File: config.mk
export PLATFORM = sky130hd
export DESIGN_NAME = fft_output_reorder
export DESIGN_NICKNAME = d
export VERILOG_FILES = /design/src/rtl/fft_pkg.sv /design/src/rtl/fft_reorder_bank.sv /design/src/rtl/fft_output_reorder.sv
export SDC_FILE = /design/constraint.sdc
export NUM_CORES = 1
export LEC_CHECK = 0
export ABC_CLOCK_PERIOD_IN_PS = 4700
export CAP_MARGIN = 20
export CORE_MARGIN = 5
export CORE_UTILIZATION = 45
export CTS_CLUSTER_SIZE = 16
export DETAILED_ROUTE_END_ITERATION = 10
export PLACE_DENSITY = 0.59
export SETUP_SLACK_MARGIN = 0.2
export SLEW_MARGIN = 5
export SYNTH_ARGS = -nofsm -noshare
export SYNTH_HDL_FRONTEND = slang
export SYNTH_SLANG_ARGS = --single-unit
File: constraint.sdc
create_clock -name clk -period 4.7 [get_ports clk]
set_input_delay 0.94 -clock clk [delete_from_list [all_inputs] [get_ports clk]]
set_output_delay 0.94 -clock clk [all_outputs]
set_load 0.1 [all_outputs]
File: src/rtl/fft_pkg.sv
// -----------------------------------------------------------------------------
// fft_pkg
// Shared definitions for the FFT output unscrambler.
//   DEFAULT_WIDTH / DEFAULT_N : default sample width and frame length
//   bank_sel_t                : selects one of the two ping-pong banks
//   bitrev()                  : reverses the low log2n bits of a value
// -----------------------------------------------------------------------------
package fft_pkg;

    localparam int DEFAULT_WIDTH = 12;
    localparam int DEFAULT_N     = 8;

    typedef logic bank_sel_t;

    // Reverse the low log2n bits of value; the upper bits of the result are 0.
    // log2n is always a constant at the call site, so this unrolls to wiring.
    function automatic logic [31:0] bitrev(input logic [31:0] value,
                                           input int unsigned log2n);
        logic [31:0] result;
        result = '0;
        for (int i = 0; i < 32; i++) begin
            if (i < int'(log2n)) begin
                result[5'(int'(log2n) - 1 - i)] = value[5'(i)];
            end
        end
        return result;
    endfunction

endpackage

File: src/rtl/fft_reorder_bank.sv
// -----------------------------------------------------------------------------
// fft_reorder_bank
// One N x WIDTH frame buffer for the output unscrambler.
//   clk               : clock
//   wr0_en/idx/data   : write port 0 (even-pair sample)
//   wr1_en/idx/data   : write port 1 (odd-pair sample)
//   rd_idx / rd_data  : combinational read port
// The two write ports always target distinct entries (the bit-reversed
// indices of 2k and 2k+1 differ), so port 0 priority never matters.
// Storage carries no reset; the frame-full flags in the top gate its use.
// -----------------------------------------------------------------------------
module fft_reorder_bank #(
    parameter int WIDTH = 12,
    parameter int N     = 8
) (
    input  logic                 clk,
    input  logic                 wr0_en,
    input  logic [$clog2(N)-1:0] wr0_idx,
    input  logic [WIDTH-1:0]     wr0_data,
    input  logic                 wr1_en,
    input  logic [$clog2(N)-1:0] wr1_idx,
    input  logic [WIDTH-1:0]     wr1_data,
    input  logic [$clog2(N)-1:0] rd_idx,
    output logic [WIDTH-1:0]     rd_data
);

    localparam int LOG2N = $clog2(N);

    logic [WIDTH-1:0] mem_reg [N];

    always_ff @(posedge clk) begin
        for (int i = 0; i < N; i++) begin
            if (wr0_en && (wr0_idx == LOG2N'(i))) begin
                mem_reg[i] <= wr0_data;
            end else if (wr1_en && (wr1_idx == LOG2N'(i))) begin
                mem_reg[i] <= wr1_data;
            end
        end
    end

    assign rd_data = mem_reg[rd_idx];

endmodule

File: src/rtl/fft_output_reorder.sv
// -----------------------------------------------------------------------------
// fft_output_reorder
// Unscrambles the 2-parallel radix-2 FFT output. Each frame arrives as N/2
// line pairs in bit-reversed pair order; it is collected in one of two
// ping-pong banks and then streamed out in natural order X[0]..X[N-1].
//   clk, rst             : clock, synchronous active-high reset
//   in_valid / in_ready  : line pair handshake
//   line1_in, line2_in   : X[bitrev(2k)], X[bitrev(2k+1)] for pair k
//   out_valid/out_ready  : output sample handshake
//   out_data             : natural-order sample (0 when out_valid is low)
//   out_last             : only when FFT_REORDER_LAST_EN is defined; marks
//                          X[N-1] of each frame
// -----------------------------------------------------------------------------
module fft_output_reorder
    import fft_pkg::*;
#(
    parameter int width = DEFAULT_WIDTH,
    parameter int N     = DEFAULT_N
) (
    input  logic             clk,
    input  logic             rst,
    input  logic             in_valid,
    output logic             in_ready,
    input  logic [width-1:0] line1_in,
    input  logic [width-1:0] line2_in,
    output logic             out_valid,
    input  logic             out_ready,
    output logic [width-1:0] out_data
`ifdef FFT_REORDER_LAST_EN
    ,
    output logic             out_last
`endif
);

    localparam int LOG2N = $clog2(N);
    localparam int HALF  = N / 2;

    localparam logic [LOG2N-2:0] WR_LAST = (LOG2N-1)'(HALF - 1);
    localparam logic [LOG2N-2:0] WR_ONE  = (LOG2N-1)'(1);
    localparam logic [LOG2N-1:0] RD_LAST = LOG2N'(N - 1);
    localparam logic [LOG2N-1:0] RD_ONE  = LOG2N'(1);

    logic [1:0]       full_reg, full_next;
    bank_sel_t        wr_bank_reg, wr_bank_next;
    bank_sel_t        rd_bank_reg, rd_bank_next;
    logic [LOG2N-2:0] wr_cnt_reg, wr_cnt_next;
    logic [LOG2N-1:0] rd_idx_reg, rd_idx_next;

    logic             in_accept;
    logic             out_xfer;
    logic [LOG2N-1:0] wr_idx_even;
    logic [LOG2N-1:0] wr_idx_odd;
    logic [width-1:0] bank_rd_data [2];

    // Handshakes depend only on registered flags, so there is no
    // combinational path from in_valid to out_valid or out_ready to in_ready.
    assign in_ready  = !full_reg[wr_bank_reg];
    assign out_valid = full_reg[rd_bank_reg];
    assign in_accept = in_valid && in_ready;
    assign out_xfer  = out_valid && out_ready;

    // Pair k carries natural indices bitrev(2k) and bitrev(2k+1).
    assign wr_idx_even = LOG2N'(bitrev(32'({wr_cnt_reg, 1'b0}), LOG2N));
    assign wr_idx_odd  = LOG2N'(bitrev(32'({wr_cnt_reg, 1'b1}), LOG2N));

    genvar gi;
    generate
        for (gi = 0; gi < 2; gi++) begin : gen_bank
            fft_reorder_bank #(
                .WIDTH(width),
                .N    (N)
            ) u_bank (
                .clk     (clk),
                .wr0_en  (in_accept && (wr_bank_reg == bank_sel_t'(gi))),
                .wr0_idx (wr_idx_even),
                .wr0_data(line1_in),
                .wr1_en  (in_accept && (wr_bank_reg == bank_sel_t'(gi))),
                .wr1_idx (wr_idx_odd),
                .wr1_data(line2_in),
                .rd_idx  (rd_idx_reg),
                .rd_data (bank_rd_data[gi])
            );
        end
    endgenerate

    // State register
    always_ff @(posedge clk) begin
        if (rst) begin
            full_reg    <= '0;
            wr_bank_reg <= 1'b0;
            rd_bank_reg <= 1'b0;
            wr_cnt_reg  <= '0;
            rd_idx_reg  <= '0;
        end else begin
            full_reg    <= full_next;
            wr_bank_reg <= wr_bank_next;
            rd_bank_reg <= rd_bank_next;
            wr_cnt_reg  <= wr_cnt_next;
            rd_idx_reg  <= rd_idx_next;
        end
    end

    // Next state. The write side only sets the flag of the bank it owns and
    // the read side only clears the flag of the bank it owns; they can never
    // be the same bank in one cycle, so both updates simply apply.
    always_comb begin
        full_next    = full_reg;
        wr_bank_next = wr_bank_reg;
        rd_bank_next = rd_bank_reg;
        wr_cnt_next  = wr_cnt_reg;
        rd_idx_next  = rd_idx_reg;

        if (in_accept) begin
            if (wr_cnt_reg == WR_LAST) begin
                full_next[wr_bank_reg] = 1'b1;
                wr_bank_next           = ~wr_bank_reg;
                wr_cnt_next            = '0;
            end else begin
                wr_cnt_next = wr_cnt_reg + WR_ONE;
            end
        end

        if (out_xfer) begin
            if (rd_idx_reg == RD_LAST) begin
                full_next[rd_bank_reg] = 1'b0;
                rd_bank_next           = ~rd_bank_reg;
                rd_idx_next            = '0;
            end else begin
                rd_idx_next = rd_idx_reg + RD_ONE;
            end
        end
    end

    // Outputs
    always_comb begin
        out_data = '0;
        if (out_valid) begin
            out_data = bank_rd_data[rd_bank_reg];
        end
    end

`ifdef FFT_REORDER_LAST_EN
    assign out_last = out_valid && (rd_idx_reg == RD_LAST);
`endif

endmodule

==> impl_metrics.tcl <==
set metrics [dict create \
    outcome "complete, no violations" \
    crit_cells 5 \
    dp_cells 662 \
    p_per_area_mw_per_mm2 421 \
    grt_pass1_vias 4181 \
    slew_violations 0 \
    rsz0062_at_grt "false" \
    post-route-drc-count 0 \
    fin_area_sq_mm 0.00930 \
    ys_async_sr_fraction_pct 0 \
    reg2reg_depth 4 \
    numCtsBuffers 21 \
    cts_num_sinks 204 \
    synth_cell_types 32 \
    die_w_um 143 \
    r2r-start "rd_bank_reg" \
    htree_levels 1 \
    finalCriticalPeriod_ns 3.66 \
    dieArea_sq_mm 0.0205 \
    rows 48 \
    cts_resized 0 \
    wire_per_inst_um 23.4 \
    start_kind "flop" \
    synth-edff-count 192 \
    relSlewSlack_pct 34.5 \
    crit_chain "buf_12 > mux4_2 > nand4_1 > o211ai_1 > buf_4" \
    critPathKind "flop to primary output" \
    coreArea_sq_mm 0.0174 \
    worst_pin_slew_ns 0.979 \
    hold_path.class "flop to flop" \
    finalSetupTns_ns 0 \
    area_growth_pct 16.8 \
    portBuffers 41 \
    post-cts-setup-buffers 0 \
    cp-end-kind "primary output" \
    drive_gt1_share_pct 21.1 \
    grt-busiest-layer "met2" \
    cts_tree "yes" \
    ir_worst_vdd_uv 259 \
    ys.flop_type "edfxtp_1" \
    drt_pass1_iterations 4 \
    drtIter0Drc 405 \
    crit_path_top_delay_cell "dfxtp_4" \
    vias_per_cell 5.73 \
    gr-total-overflow 0 \
    avgSynthCellArea_sq_um 19.6 \
    synth.top_cell.area_share_pct 72.4 \
    clock_skew_ns 0.0188 \
    synth_top_cell_by_area "edfxtp_1" \
    ctsHoldBuffers 0 \
    grt_pass1_wl_um 25200 \
    hold_ws_ns 0.498 \
    grt_max_degree 38 \
    finalCritPeriodShare_pct 77.9 \
    synth_area_sq_mm 0.00796 \
    die_h_um 143 \
    cts_max_path_buffers 3 \
    dp_hpwl_um 9500 \
    vias 4013 \
    cp_top_family "flip-flops" \
    synth_fp_nets 440 \
    final_nets 494 \
    leakagePower_nw 2.92 \
    rrSetupSlack_ns 2.67 \
    antenna_left 0 \
    cts_root_buf "clkbuf_16" \
    synth_common_cells "192 x edfxtp_1, 37 x mux4_2, 36 x nand2_1" \
    slowest_delay_ns 0.73 \
    required_ns 3.76 \
    netlist_top_cells_area "edfxtp_1 72%, mux4_2 10%, mux2i_1 3.4%, dfxtp_1 3.0%, nand2_1 1.7%" \
    gp_congestion 0.725 \
    globalRouteMet1Util_pct 23.4 \
    power_mw 3.92 \
    start_util_pct 45.9 \
    yosysWarnings 0 \
    grtUsageTotal_pct 16.4 \
    antenna_found_initial 0 \
    hold_violations 0 \
    max_freq_ghz 0.273 \
    grt_util_met2_pct 26.8 \
    cp_max_fo 31 \
    drt_wl_total_um 16400 \
    final_cells 700 \
    pin_count 42 \
    place_area_sq_mm 0.00857 \
    use_met3_pct 2.34 \
    arrival_ns 2.72 \
    drv_cap 0 \
    synth_most_common_cell "edfxtp_1" \
    antennaDiodeCount 0 \
    clk_pin_slew_ns 0.06 \
    ys_ff_latch 204 \
    clk_latency_ns 0.50 \
    critPathBufInv 2 \
    syn_inst 406 \
    finalSetupViolations 0 \
    crit_path_end "out_data[1]" \
    largest_reg_flops 192 \
    seq_area_frac_synth_pct 75.4 \
]
## worst min path at each step
stage	from	to	slack, ns	cells past startpoint
after floorplan	rd_idx_reg[0]	flop	0.46	2
after CTS	rd_idx_reg[0]	flop	0.50	2
after detailed placement	full_reg[1]	full_reg[1]	0.49	2
after global routing	rd_idx_reg[0]	flop	0.53	2
final	wr_cnt_reg[1]	wr_cnt_reg[1]	0.50	2
after global placement	rd_idx_reg[0]	flop	0.48	2
## power by group
part | leakage [nW] | internal, mW | total, mW | switching [mW]
combinational | 0.717 | 0.0560 | 0.144 | 0.0882
clock | 0.356 | 1.06 | 1.73 | 0.665
sequential | 1.84 | 2.04 | 2.05 | 0.0120
## cell families (layout without fill, tap and decap cells)
family                     after synthesis  count (layout)  share of synthesized area, %
AOI/OAI and AO/OA                       32              32                          3.03
xor gates and xnor gates                 1               1                         0.110
adders and majority gates                6               6                         0.943
buffers and inverters                   26              95                          2.18
DFF                                    204             204                          75.4
muxes                                   64              64                          13.9
and+or+nand+nor                         73              73                          4.43
## worst reg2reg max path: cells and delay by family, from the launching register on
| kind | cells | cell delay (ns) |
|---|---|---|
| AO/OA/AOI/OAI | 2 | 0.35 |
| flip-flops | 1 | 0.44 |
| AND/OR/NAND/NOR | 2 | 1.16 |
## stage by stage
stage          worst slack (ns)  utilization (%)
3_5_place_dp               1.49             49.4
4_1_cts                   0.978             53.6
6_report                   1.04             53.6
2_1_floorplan             0.534                -
5_1_grt                   0.863             53.6
3_3_place_gp               1.51             49.4
## cell type report
type,count,area (sq um)
clock buffers,25,551
fillers,1335,8060
clock inverters,13,174
inverters,4,15.0
well taps,225,282
flip-flops and latches,204,6010
multi-input cells,176,1780
repair buffers,53,483
## layer usage
layer	vias to the layer above	routed length, um
li1	1768	-
met1	2106	7460
met2	111	7870
met3	28	719
met4	0	353
met5	-	0
## cells in the final DEF (no fill, tap or decap), types with 2 or more instances in the layout
cell               n
nand3_1            5
mux2i_1           27
a21oi_1            5
clkbuf_16         21
nand4_1           11
inv_1              4
bufinv_16          4
and2_1             7
buf_4             23
clkinv_2           5
nand2_1           36
dfxtp_1           10
mux4_2            37
edfxtp_1         192
and2_2             2
ha_1               6
a32oi_1           11
clkdlybuf4s50_1   29
o211ai_1          11
nor2b_1            2
nor2_1             5
clkbuf_1           3
Power figures use the tool's default switching activity.
==> RTL change: new RTL, same settings <==
`DEFAULT_WIDTH`: 12 -> 6.
--- a/src/rtl/fft_pkg.sv
+++ b/src/rtl/fft_pkg.sv
@@ -9,3 +9,3 @@
 
-    localparam int DEFAULT_WIDTH = 12;
+    localparam int DEFAULT_WIDTH = 6;
     localparam int DEFAULT_N     = 8;
Interface: changed (resized line1_in, line2_in and out_data); port bits go from 42 to 24. No check against the original RTL was run, so the function may have changed too.
==> RTL change against the unedited design <==
- first-iteration DRC count is 67% lower
- sequential cell count fell by 96
- synthesized area fell by 46%
- fmax up 0.26%
- wire length decreased by 55%
- largest power group unchanged
- core utilization is 1.8 points lower
- die area fell by 44%
- setup slack improved by 0.0096 ns
- via count decreased by 49%
- synthesized cell count shrank 47%
- total power is 58% lower
- final area down 49%
==> RTL change: results (changes against the unedited design) <==
- Register area share after synthesis: 73.2% (was 75.4%)
- Leakage power: 1.51 nW (was 2.92 nW)
- First-pass GRT wire length: 11900 µm (was 25200 µm)
- Routed Antenna Nets: 0 (unchanged)
- Skew-Pair Late Insertion Delay: 0.36 ns (was 0.50 ns)
- Root buffer cell: clkbuf_8 (was clkbuf_16)
- WL/cell: 19.6 µm (was 23.4 µm)
- Place WS: 1.37 ns (was 1.49 ns)
- Num CTS Buffers: 9 (was 21)
- Peak VDD IR: 0.000157 V (was 0.000259 V)
- Met3 usage: 4.20% (was 2.34%)
- Switching share of power: 20.3% (was 19.5%)
- Final net count: 267 (was 494)
- Port-buffer cells: 23 (was 41)
- Syn_nets: 239 (was 440)
- Routing usage on met1: 19.4% (was 23.4%)
- Worst r2r src: full_reg[0]$_SDFF_PP0_ (was rd_bank_reg$_SDFFE_PP0P_)
- Layout cells sized above 1: 17.2% (was 21.1%)
- Average cell area after synthesis: 19.7 µm² (was 19.6 µm²)
- Placed cell count: 363 (was 662)
- Number of global-route vias before repair: 2120 (was 4181)
- Worst setup skew after layout: 0.00521 ns (was 0.0188 ns)
- Top post-synthesis cells by area: edfxtp_1 68%, mux4_2 9.0%, dfxtp_1 5.6% (was edfxtp_1 72%, mux4_2 10%, mux2i_1 3.4%)
- Distinct cells, synth: 33 (was 32)
- HP Start: rd_idx_reg[2]$_SDFFE_PP0P_ (was wr_cnt_reg[1]$_SDFFE_PP0N_)
- DPL Wire Length: 4760 µm (was 9500 µm)
- Commonest cells post-synth: 96 x edfxtp_1, 17 x mux4_2, 12 x dfxtp_1 (was 192 x edfxtp_1, 37 x mux4_2, 36 x nand2_1)
- Crit Path Max Fanout: 17 (was 31)
- H-tree depth: 3 (was 1)
- Post-synth EDFFs: 96 (was 192)
- Vias: 2034 (was 4013)
- Final RePlAce weighted congestion: 0.715 (was 0.725)
- Gr usage total: 14.1% (was 16.4%)
- Largest net degree at the start of global routing: 18 (was 38)
- Critical Path AT: 2.71 ns (was 2.72 ns)
- Clk buf depth: 2 (was 3)
- Status: complete, no violations (unchanged)
- GR Layer Usage met2: 21.8% (was 26.8%)
- Max FFs per register: 96 (was 192)
- Clock slew at reported path FFs: 0.09 ns (was 0.06 ns)
- Ant. Diodes: 0 (unchanged)
- Post-Route WL: 7420 µm (was 16400 µm)
- Slew HR: 33.9% (was 34.5%)
- 1st-iter DRT viols: 133 (was 405)
==> RTL change: cell count changes in the layout (fill, tap and decap cells not counted), sizes merged, moves of 11 or more <==
| cell | change |
|---|---|
| edfxtp | -96 |
| nand2 | -33 |
| mux2i | -21 |
| buf | -16 |
| clkbuf | -13 |
| mux4 | -13 |
| clkdlybuf4s50 | -12 |
| nand4 | -11 |
| o211ai | -11 |
==> RTL change: cells by family (layout without fill, tap and decap cells) <==
logic type                 count (synthesis)  in the layout  synth area share, %
muxes                                     32             32                 15.2
and+or+nand+nor                           27             27                 3.61
AOI/OAI and AO/OA                         26             26                 4.02
DFF                                      108            108                 73.2
adders and majority gates                  6              6                 1.76
buffers and inverters                     18             51                 2.17
==> RTL change: critical path, stage by stage, from the launching register on <==
cell and delay (ns):
dfxtp_1 0.98, mux4_1 0.64, mux2_2 0.29, a2bb2o_4 0.21, buf_4 0.22
==> RTL change: layer usage <==
| metal | vias up | routed length (µm) |
|---|---|---|
| met5 | - | 0 |
| met4 | 0 | 82 |
| met3 | 6 | 363 |
| met2 | 36 | 3590 |
| met1 | 1054 | 3380 |
| li1 | 938 | - |
==> RTL change: worst paths after layout <==
path | end | slack [ns] | cells past startpoint
min reg2reg | rd_idx_reg[2]$_SDFFE_PP0P_ | 0.51 | 2
max | out_data[3] | 1.05 | 4
max reg2reg | gen_bank[0].u_bank.mem_reg[2][3]$_DFFE_PP_ | 2.81 | 2
min | rd_idx_reg[2]$_SDFFE_PP0P_ | 0.51 | 2
==> RTL change: through the flow <==
step	instance area (µm²)	hold slack, ns	utilization [%]
CTS	4780	0.520	51.8
detailed placement	4600	0.502	49.8
finish	4780	0.511	51.8
floorplan	4270	0.472	-
global route	4780	0.550	51.8
global placement	4600	0.492	49.8
==> RTL change: area by class of cell <==
cell class	count	area, µm²
multi-input cells	91	1050
inverters	10	37.5
clock inverters	4	25.0
fillers	748	4460
flip-flops and latches	108	3120
clock buffers	12	155
repair buffers	25	230
well taps	129	161
==> RTL change: power groups by stage <==
stage / sequential (mW) / combinational [mW] / clock (mW)
after floorplan: 1.09 / 0.0293 / 0
after global placement: 1.09 / 0.0610 / 0
after detailed placement: 1.09 / 0.0625 / 0
after CTS: 1.07 / 0.0626 / 0.525
after global routing: 1.07 / 0.0670 / 0.575
final: 1.07 / 0.0609 / 0.512
